`config.mk`:
```
export PLATFORM = sky130hd
export DESIGN_NAME = alu_exec_unit_flat
export DESIGN_NICKNAME = d
export VERILOG_FILES = /design/src/rtl/alu_exec_unit_if.sv /design/src/rtl/alu_exec_unit.sv /design/src/flat_wrapper.sv
export SDC_FILE = /design/constraint.sdc
export NUM_CORES = 1
export LEC_CHECK = 0
export CAP_MARGIN = 20
export CORE_MARGIN = 10
export CORE_UTILIZATION = 42
export DETAILED_ROUTE_END_ITERATION = 16
export GPL_ROUTABILITY_DRIVEN = 0
export HOLD_SLACK_MARGIN = 0.15
export SYNTH_ARGS = -nofsm -noshare
export SYNTH_HDL_FRONTEND = slang
export SYNTH_SLANG_ARGS = --single-unit
```
`constraint.sdc`:
```
create_clock -name clk -period 11.96 [get_ports clk]
set_input_delay 2.392 -clock clk [delete_from_list [all_inputs] [get_ports clk]]
set_output_delay 2.392 -clock clk [all_outputs]
set_load 0.1 [all_outputs]
```
`src/rtl/alu_exec_unit_if.sv`:
```
// Issue / CDB bundle for the ALU execution unit.
// master: reservation station + CDB arbiter side; slave: the execution unit.
interface alu_exec_unit_if #(
  parameter int XLEN  = 32,
  parameter int TAG_W = 6
);
  logic             flush;
  logic             issue_valid;
  logic             issue_ready;
  logic [3:0]       issue_alu_ctrl;
  logic [XLEN-1:0]  issue_src1;
  logic [XLEN-1:0]  issue_src2;
  logic [TAG_W-1:0] issue_tag;
  logic             cdb_valid;
  logic             cdb_grant;
  logic [TAG_W-1:0] cdb_tag;
  logic [XLEN-1:0]  cdb_result;
  logic             cdb_exc;
  logic             busy;

  modport master (
    output flush, issue_valid, issue_alu_ctrl, issue_src1, issue_src2, issue_tag, cdb_grant,
    input  issue_ready, cdb_valid, cdb_tag, cdb_result, cdb_exc, busy
  );

  modport slave (
    input  flush, issue_valid, issue_alu_ctrl, issue_src1, issue_src2, issue_tag, cdb_grant,
    output issue_ready, cdb_valid, cdb_tag, cdb_result, cdb_exc, busy
  );
endinterface

```
`src/rtl/alu_exec_unit.sv`:
```
// Integer execution unit: one op per cycle from the ALU reservation station,
// registered into E1, evaluated combinationally there, queued in a small
// result FIFO and broadcast on the CDB under a valid/grant handshake.
//
// Optional feature macro ALU_EXC_EN: when defined, illegal ALUControl codes
// raise cdb_exc alongside a zero result and the flag is stored per FIFO entry.
// When undefined, cdb_exc is tied low and no flag storage exists.
//
// No FSM here: control is an E1 valid bit plus FIFO pointers/count.
module alu_exec_unit #(
  parameter int XLEN  = 32,
  parameter int TAG_W = 6,
  parameter int DEPTH = 4
) (
  input logic           clk,
  input logic           rst,
  alu_exec_unit_if.slave bus
);

  localparam int PTR_W = (DEPTH > 1) ? $clog2(DEPTH) : 1;
  localparam int CNT_W = PTR_W + 1;
  localparam int OCC_W = CNT_W + 1;
  localparam int SH_W  = $clog2(XLEN);

  localparam logic [3:0] OP_OR  = 4'b0001;
  localparam logic [3:0] OP_ADD = 4'b0010;
  localparam logic [3:0] OP_XOR = 4'b0011;
  localparam logic [3:0] OP_SUB = 4'b0110;
  localparam logic [3:0] OP_SRA = 4'b0111;
  localparam logic [3:0] OP_LUI = 4'b1000;

  // E1 stage registers
  logic             e1_valid_q, e1_valid_d;
  logic [3:0]       e1_ctrl_q,  e1_ctrl_d;
  logic [XLEN-1:0]  e1_a_q,     e1_a_d;
  logic [XLEN-1:0]  e1_b_q,     e1_b_d;
  logic [TAG_W-1:0] e1_tag_q,   e1_tag_d;

  // Result FIFO storage and bookkeeping
  logic [XLEN-1:0]  res_mem_q [DEPTH];
  logic [TAG_W-1:0] tag_mem_q [DEPTH];
  logic [PTR_W-1:0] wr_ptr_q, wr_ptr_d;
  logic [PTR_W-1:0] rd_ptr_q, rd_ptr_d;
  logic [CNT_W-1:0] cnt_q,    cnt_d;

  // Handshake and datapath wires
  logic [OCC_W-1:0] occupancy;
  logic             issue_ready;
  logic             accept;
  logic             fifo_nonempty;
  logic             fifo_full;
  logic             cdb_valid;
  logic             pop;
  logic             push;
  logic [XLEN-1:0]  e1_result;

  // Occupancy counts the E1 slot too, so an accepted op always has a FIFO
  // slot waiting for it one cycle later and E1 never has to stall.
  assign occupancy     = {1'b0, cnt_q} + {{CNT_W{1'b0}}, e1_valid_q};
  assign issue_ready   = !rst && !bus.flush && (occupancy < OCC_W'(DEPTH));
  assign accept        = bus.issue_valid && issue_ready;
  assign fifo_nonempty = (cnt_q != '0);
  assign fifo_full     = (cnt_q == CNT_W'(DEPTH));
  assign cdb_valid     = !rst && fifo_nonempty;
  // A grant during flush is ignored; the whole queue is dropped instead.
  assign pop           = cdb_valid && bus.cdb_grant && !bus.flush;
  // Push is guarded against a full FIFO without a pop for robustness, even
  // though the occupancy rule above keeps that case unreachable.
  assign push          = !rst && !bus.flush && e1_valid_q && (!fifo_full || pop);

  // E1 ALU: combinational result from the E1 registers
  always_comb begin
    e1_result = '0;
    case (e1_ctrl_q)
      OP_ADD:  e1_result = e1_a_q + e1_b_q;
      OP_SUB:  e1_result = e1_a_q - e1_b_q;
      OP_XOR:  e1_result = e1_a_q ^ e1_b_q;
      OP_OR:   e1_result = e1_a_q | e1_b_q;
      OP_SRA:  e1_result = $signed(e1_a_q) >>> e1_b_q[SH_W-1:0];
      OP_LUI:  e1_result = e1_b_q;
      default: e1_result = '0;
    endcase
  end

`ifdef ALU_EXC_EN
  logic e1_illegal;
  logic exc_mem_q [DEPTH];

  // Illegal-code detection for the per-entry exception flag
  always_comb begin
    e1_illegal = 1'b1;
    case (e1_ctrl_q)
      OP_ADD, OP_SUB, OP_XOR, OP_OR, OP_SRA, OP_LUI: e1_illegal = 1'b0;
      default:                                       e1_illegal = 1'b1;
    endcase
  end

  // Exception flag storage, written alongside the result
  always_ff @(posedge clk) begin
    if (push) begin
      exc_mem_q[wr_ptr_q] <= e1_illegal;
    end
  end
`endif

  // E1 next state: load on accept, drain into the FIFO, clear on flush
  always_comb begin
    e1_valid_d = e1_valid_q && !push;
    e1_ctrl_d  = e1_ctrl_q;
    e1_a_d     = e1_a_q;
    e1_b_d     = e1_b_q;
    e1_tag_d   = e1_tag_q;
    if (accept) begin
      e1_valid_d = 1'b1;
      e1_ctrl_d  = bus.issue_alu_ctrl;
      e1_a_d     = bus.issue_src1;
      e1_b_d     = bus.issue_src2;
      e1_tag_d   = bus.issue_tag;
    end
    if (bus.flush) begin
      e1_valid_d = 1'b0;
    end
  end

  // E1 state register with synchronous reset
  always_ff @(posedge clk) begin
    if (rst) begin
      e1_valid_q <= 1'b0;
      e1_ctrl_q  <= '0;
      e1_a_q     <= '0;
      e1_b_q     <= '0;
      e1_tag_q   <= '0;
    end else begin
      e1_valid_q <= e1_valid_d;
      e1_ctrl_q  <= e1_ctrl_d;
      e1_a_q     <= e1_a_d;
      e1_b_q     <= e1_b_d;
      e1_tag_q   <= e1_tag_d;
    end
  end

  // FIFO pointer/count next state; pointers wrap because DEPTH is a power of two
  always_comb begin
    wr_ptr_d = wr_ptr_q + PTR_W'(push);
    rd_ptr_d = rd_ptr_q + PTR_W'(pop);
    cnt_d    = cnt_q;
    case ({push, pop})
      2'b10:   cnt_d = cnt_q + CNT_W'(1);
      2'b01:   cnt_d = cnt_q - CNT_W'(1);
      default: cnt_d = cnt_q;
    endcase
    if (bus.flush) begin
      wr_ptr_d = '0;
      rd_ptr_d = '0;
      cnt_d    = '0;
    end
  end

  // FIFO pointer/count registers with synchronous reset
  always_ff @(posedge clk) begin
    if (rst) begin
      wr_ptr_q <= '0;
      rd_ptr_q <= '0;
      cnt_q    <= '0;
    end else begin
      wr_ptr_q <= wr_ptr_d;
      rd_ptr_q <= rd_ptr_d;
      cnt_q    <= cnt_d;
    end
  end

  // FIFO payload storage; contents are only visible through a valid head
  always_ff @(posedge clk) begin
    if (push) begin
      res_mem_q[wr_ptr_q] <= e1_result;
      tag_mem_q[wr_ptr_q] <= e1_tag_q;
    end
  end

  // Outputs are forced to zero whenever the head is not valid (incl. reset)
  assign bus.issue_ready = issue_ready;
  assign bus.cdb_valid   = cdb_valid;
  assign bus.cdb_tag     = cdb_valid ? tag_mem_q[rd_ptr_q] : '0;
  assign bus.cdb_result  = cdb_valid ? res_mem_q[rd_ptr_q] : '0;
`ifdef ALU_EXC_EN
  assign bus.cdb_exc     = cdb_valid ? exc_mem_q[rd_ptr_q] : 1'b0;
`else
  assign bus.cdb_exc     = 1'b0;
`endif
  assign bus.busy        = !rst && (e1_valid_q || fifo_nonempty);

endmodule

```
`src/flat_wrapper.sv`:
```
// flat-port wrapper written by rule: the top's interface ports become plain ports
module alu_exec_unit_flat 
#(
  parameter int XLEN  = 32,
  parameter int TAG_W = 6,
  parameter int DEPTH = 4
)
  (clk, rst, bus_flush, bus_issue_valid, bus_issue_alu_ctrl, bus_issue_src1, bus_issue_src2, bus_issue_tag, bus_cdb_grant, bus_issue_ready, bus_cdb_valid, bus_cdb_tag, bus_cdb_result, bus_cdb_exc, bus_busy);
  alu_exec_unit_if #(.XLEN(XLEN), .TAG_W(TAG_W)) bus_i ();
  input logic clk;
  input logic rst;
  input wire logic [$bits(bus_i.flush)-1:0] bus_flush;
  input wire logic [$bits(bus_i.issue_valid)-1:0] bus_issue_valid;
  input wire logic [$bits(bus_i.issue_alu_ctrl)-1:0] bus_issue_alu_ctrl;
  input wire logic [$bits(bus_i.issue_src1)-1:0] bus_issue_src1;
  input wire logic [$bits(bus_i.issue_src2)-1:0] bus_issue_src2;
  input wire logic [$bits(bus_i.issue_tag)-1:0] bus_issue_tag;
  input wire logic [$bits(bus_i.cdb_grant)-1:0] bus_cdb_grant;
  output wire logic [$bits(bus_i.issue_ready)-1:0] bus_issue_ready;
  output wire logic [$bits(bus_i.cdb_valid)-1:0] bus_cdb_valid;
  output wire logic [$bits(bus_i.cdb_tag)-1:0] bus_cdb_tag;
  output wire logic [$bits(bus_i.cdb_result)-1:0] bus_cdb_result;
  output wire logic [$bits(bus_i.cdb_exc)-1:0] bus_cdb_exc;
  output wire logic [$bits(bus_i.busy)-1:0] bus_busy;
  assign bus_i.flush = bus_flush;
  assign bus_i.issue_valid = bus_issue_valid;
  assign bus_i.issue_alu_ctrl = bus_issue_alu_ctrl;
  assign bus_i.issue_src1 = bus_issue_src1;
  assign bus_i.issue_src2 = bus_issue_src2;
  assign bus_i.issue_tag = bus_issue_tag;
  assign bus_i.cdb_grant = bus_cdb_grant;
  assign bus_issue_ready = bus_i.issue_ready;
  assign bus_cdb_valid = bus_i.cdb_valid;
  assign bus_cdb_tag = bus_i.cdb_tag;
  assign bus_cdb_result = bus_i.cdb_result;
  assign bus_cdb_exc = bus_i.cdb_exc;
  assign bus_busy = bus_i.busy;
  alu_exec_unit #(.XLEN(XLEN), .TAG_W(TAG_W), .DEPTH(DEPTH)) u_core (.clk(clk), .rst(rst), .bus(bus_i));
endmodule
```
==> results.yml <==
sta:
  setup-tns-final_ns: 0
  post-route-min-period_ns: 7.22
  setup_slack_ns: 4.74
  hold_violations: 0
  fin_worst_skew_ns: 0.0203
  slew_at_the_pin_closest_to_its_max_slew_limit_ns: 1.07
  hold-worst-slack_ns: 0.478
  final-setup-viol-count: 0
  rsz0062_at_grt: "false"
  final_max_slew_viol_count: 0
  max_slew_margin: 0.279
  post-route-period-util: 0.604
  max_freq_ghz: 0.138
cells_and_area:
  finish.cell_count_without_fillers: 1958
  finish.net_count: 1638
  post-route-util: 0.496
  most-common-layout-cells: "260 x nand2_1, 152 x edfxtp_1, 136 x a21oi_1, 118 x clkdlybuf4s50_1, 79 x dfxtp_1"
  post_route_cells_drive_above_1_share: 0.103
  most_frequent_standard_cell_in_the_layout_excluding_fill_and_tap_cells: "nand2_1"
  syn_to_layout_area_delta_pct: 16.6
  ant_diodes: 0
pwr:
  power.internal_mw: 1.47
  pwr_density_cell_mw_per_mm2: 120
  seq_power_share: 0.444
  switching_share: 0.265
  ir_worst_vdd_v: 0.0000917
  power.share.clock: 0.380
  power_leakage_nw: 5.57
  p_sw_mw: 0.529
  combPwrFrac: 0.176
drt:
  routed_via_density: 5.70
  avgRoutedWirePerCell_um: 20.2
  via_count: 11200
  drtIter0Drc: 867
  detail-route-antenna-nets: 0
  drt-total-wl_mm: 39.5
  iteration_count_of_the_initial_detailed_routing_pass: 5
  post-route-drc-count: 0
yosys:
  largest_family_of_logic_cells_by_synthesized_area: "compound AO/OA/AOI/OAI gates"
  synth_compound_area_frac: 0.158
  count_of_yosys_warnings_during_synthesis: 0
  yosys.area_share.simple: 0.144
  ys_dominant_reg_cell: "edfxtp_1"
  synth.ff_latch_count: 234
  ys_top_cells_by_area: "edfxtp_1 32%, dfxtp_1 12%, mux4_2 10%"
  yosysTopAreaCellShare: 0.321
  syn_area_per_cell_um2: 10.0
  synth.cell_area_mm2: 0.0142
  synth_async_sr_flop_share: 0
  synth.net_count: 1566
  fraction_of_synthesized_cell_area_in_xor_and_xnor_cells: 0.0345
  synth_area_leader_cell: "edfxtp_1"
  number_of_instances_in_the_synthesized_netlist: 1419
  mux_share_of_post_synthesis_cell_area: 0.121
  area_share_of_fa_ha_maj_cells_after_synthesis: 0.0608
  synth_edf_count: 152
  synth_seq_area_share: 0.436
  synth.lib_cells_used.distinct: 70
global_routing:
  antenna_found_initial: 0
  number_of_global_route_vias_before_repair: 11200
  grt_max_degree: 77
  grt_overflow_total: 0
  global_route.usage.total: 0.186
  first_pass_grt_wire_length_mm: 61.8
job:
  max_cap_violation_count: 0
critical_path:
  worst_setup_path_start_kind: "input port"
  reg2reg_setup_slack_ns: 6.57
  crit_fanout: 8
  worstReg2RegEnd: "u_core.res_mem_q[0][31]"
  criticalPathCategory: "input port to primary output"
  crit_path_end_kind: "primary output"
  required_ns: 9.57
  timing.reg2reg.worst_path_depth: 15
  r2r-start: "u_core.e1_b_q[4]"
  worstPathArrival_ns: 4.83
clock_tree:
  cts_made_buffers: 25
  cts_hold_buffers: 0
  tritoncts_clock_tree: "built"
  post_cts.resized_instances: 0
  clock-sinks: 234
  clkSlewWorstSetupHoldPaths_ns: 0.06
  clockBufferDepth: 3
  clockRootBuffer: "clkbuf_16"
  clock_insertion_delay_worst_skew_ns: 0.53
  cts.htree.levels: 1
  cts.repair_timing.setup_buffer_count: 0
worst_hold_path:
  hold_depth: 2
  timing.hold.worst_endpoint: "u_core.e1_b_q[30]"
  holdCritPathClass: "flip-flop to flip-flop"
  hp-start: "u_core.e1_b_q[30]"
die:
  die_height_um: 204
  floorplan.initialDensity: 0.425
  core.rowCount: 67
  floorplan.core_area_mm2: 0.0334
  fp.dieArea_mm2: 0.0416
  die_w_um: 204
  boundaryPins: 121
placed_design:
  dp_cells: 1912
  io_buffers: 119
  dp_hpwl_mm: 29.0
  preCtsSetupSlack_ns: 4.71
run_status:
  status: "finished clean"
[power by group through the flow]
| stage | Clock [mW] | Combinational (mW) | Sequential, mW |
|---|---|---|---|
| after detailed placement | 0 | 0.345 | 0.903 |
| after CTS | 0.781 | 0.348 | 0.885 |
| after global placement | 0 | 0.343 | 0.902 |
| final | 0.759 | 0.352 | 0.886 |
| after floorplan | 0 | 0.255 | 0.893 |
| after global routing | 0.816 | 0.386 | 0.887 |
[flip-flops by register name (all words and copies together) (netlist names)]
signal and flops:
u_core.cnt_q 3, u_core.wr_ptr_q 2, u_core.e1_a_q 32, u_core.e1_b_q 32, u_core.rd_ptr_q 2, u_core.e1_valid_q 1, u_core.res_mem_q 128, u_core.e1_ctrl_q 4
u_core.e1_tag_q 6, u_core.tag_mem_q 24
[cell families (layout without fill, tap and decap cells)]
logic type | Yosys count | in the layout
buffers and inverters | 167 | 258
xor gates and xnor gates | 56 | 56
AOI/OAI and AO/OA | 355 | 355
other | 1 | 1
adders and majority gates | 68 | 68
DFF | 234 | 234
and+or+nand+nor | 449 | 449
muxes | 89 | 89
[routing by layer]
layer	global-route usage	share of wire	wire length [um]	vias up
met1	0.254	0.45	17900	5370
met2	0.297	0.46	18000	361
met3	0.0331	0.067	2660	57
met5	0	0	0	-
li1	-	-	-	5370
met4	0.0518	0.025	990	0
[cell type report]
type                    instances  area (um2)
clock buffers                  32         662
clock inverters                14         153
fillers                      3097       16800
inverters                      76         285
multi-input cells            1018        7410
flip-flops and latches        234        6210
well taps                     448         561
repair buffers                136        1310
[synthesized netlist by cell type, drive strengths merged, types with 5 or more instances]
| library cell | instances |
|---|---|
| nand2 | 261 |
| edfxtp | 152 |
| a21oi | 136 |
| dfxtp | 82 |
| inv | 75 |
| clkbuf | 72 |
| o21ai | 67 |
| ha | 66 |
| mux4 | 66 |
| nor2 | 57 |
| xnor2 | 45 |
| nor2b | 42 |
| a221oi | 24 |
| o211ai | 24 |
| buf | 19 |
| nand3 | 16 |
| a21o | 15 |
| mux2i | 15 |
| o221ai | 12 |
| o31ai | 11 |
| xor2 | 11 |
| and3 | 10 |
| nand2b | 10 |
| a211oi | 9 |
| and2 | 9 |
| nand4 | 9 |
| a31oi | 8 |
| mux2 | 8 |
| nor3 | 7 |
| nor4 | 6 |
| o21a | 6 |
| or3 | 6 |
| a221o | 5 |
| o41ai | 5 |
[per-stage QoR]
step	power [mW]	area [um2]
global placement	1.25	15800
global route	2.09	16600
finish	2.00	16600
floorplan	1.15	14200
detailed placement	1.25	15800
CTS	2.01	16600
[critical path: stages]
cell	delay [ns]
clkdlybuf4s50_1	0.41
or2_2	0.36
a311oi_1	0.44
clkdlybuf4s50_1	1.22
[how the worst max path moves through the flow]
stage,start,endpoint,slack [ns],depth (start not counted)
CTS,bus_flush,bus_issue_ready,4.71,4
floorplan,rst,bus_issue_ready,4.29,3
global placement,bus_flush,bus_issue_ready,4.74,4
finish,bus_flush,bus_issue_ready,4.74,4
detailed placement,bus_flush,bus_issue_ready,4.71,4
global route,bus_flush,bus_issue_ready,4.63,4
No activity file was read; power rests on OpenSTA's default activity.
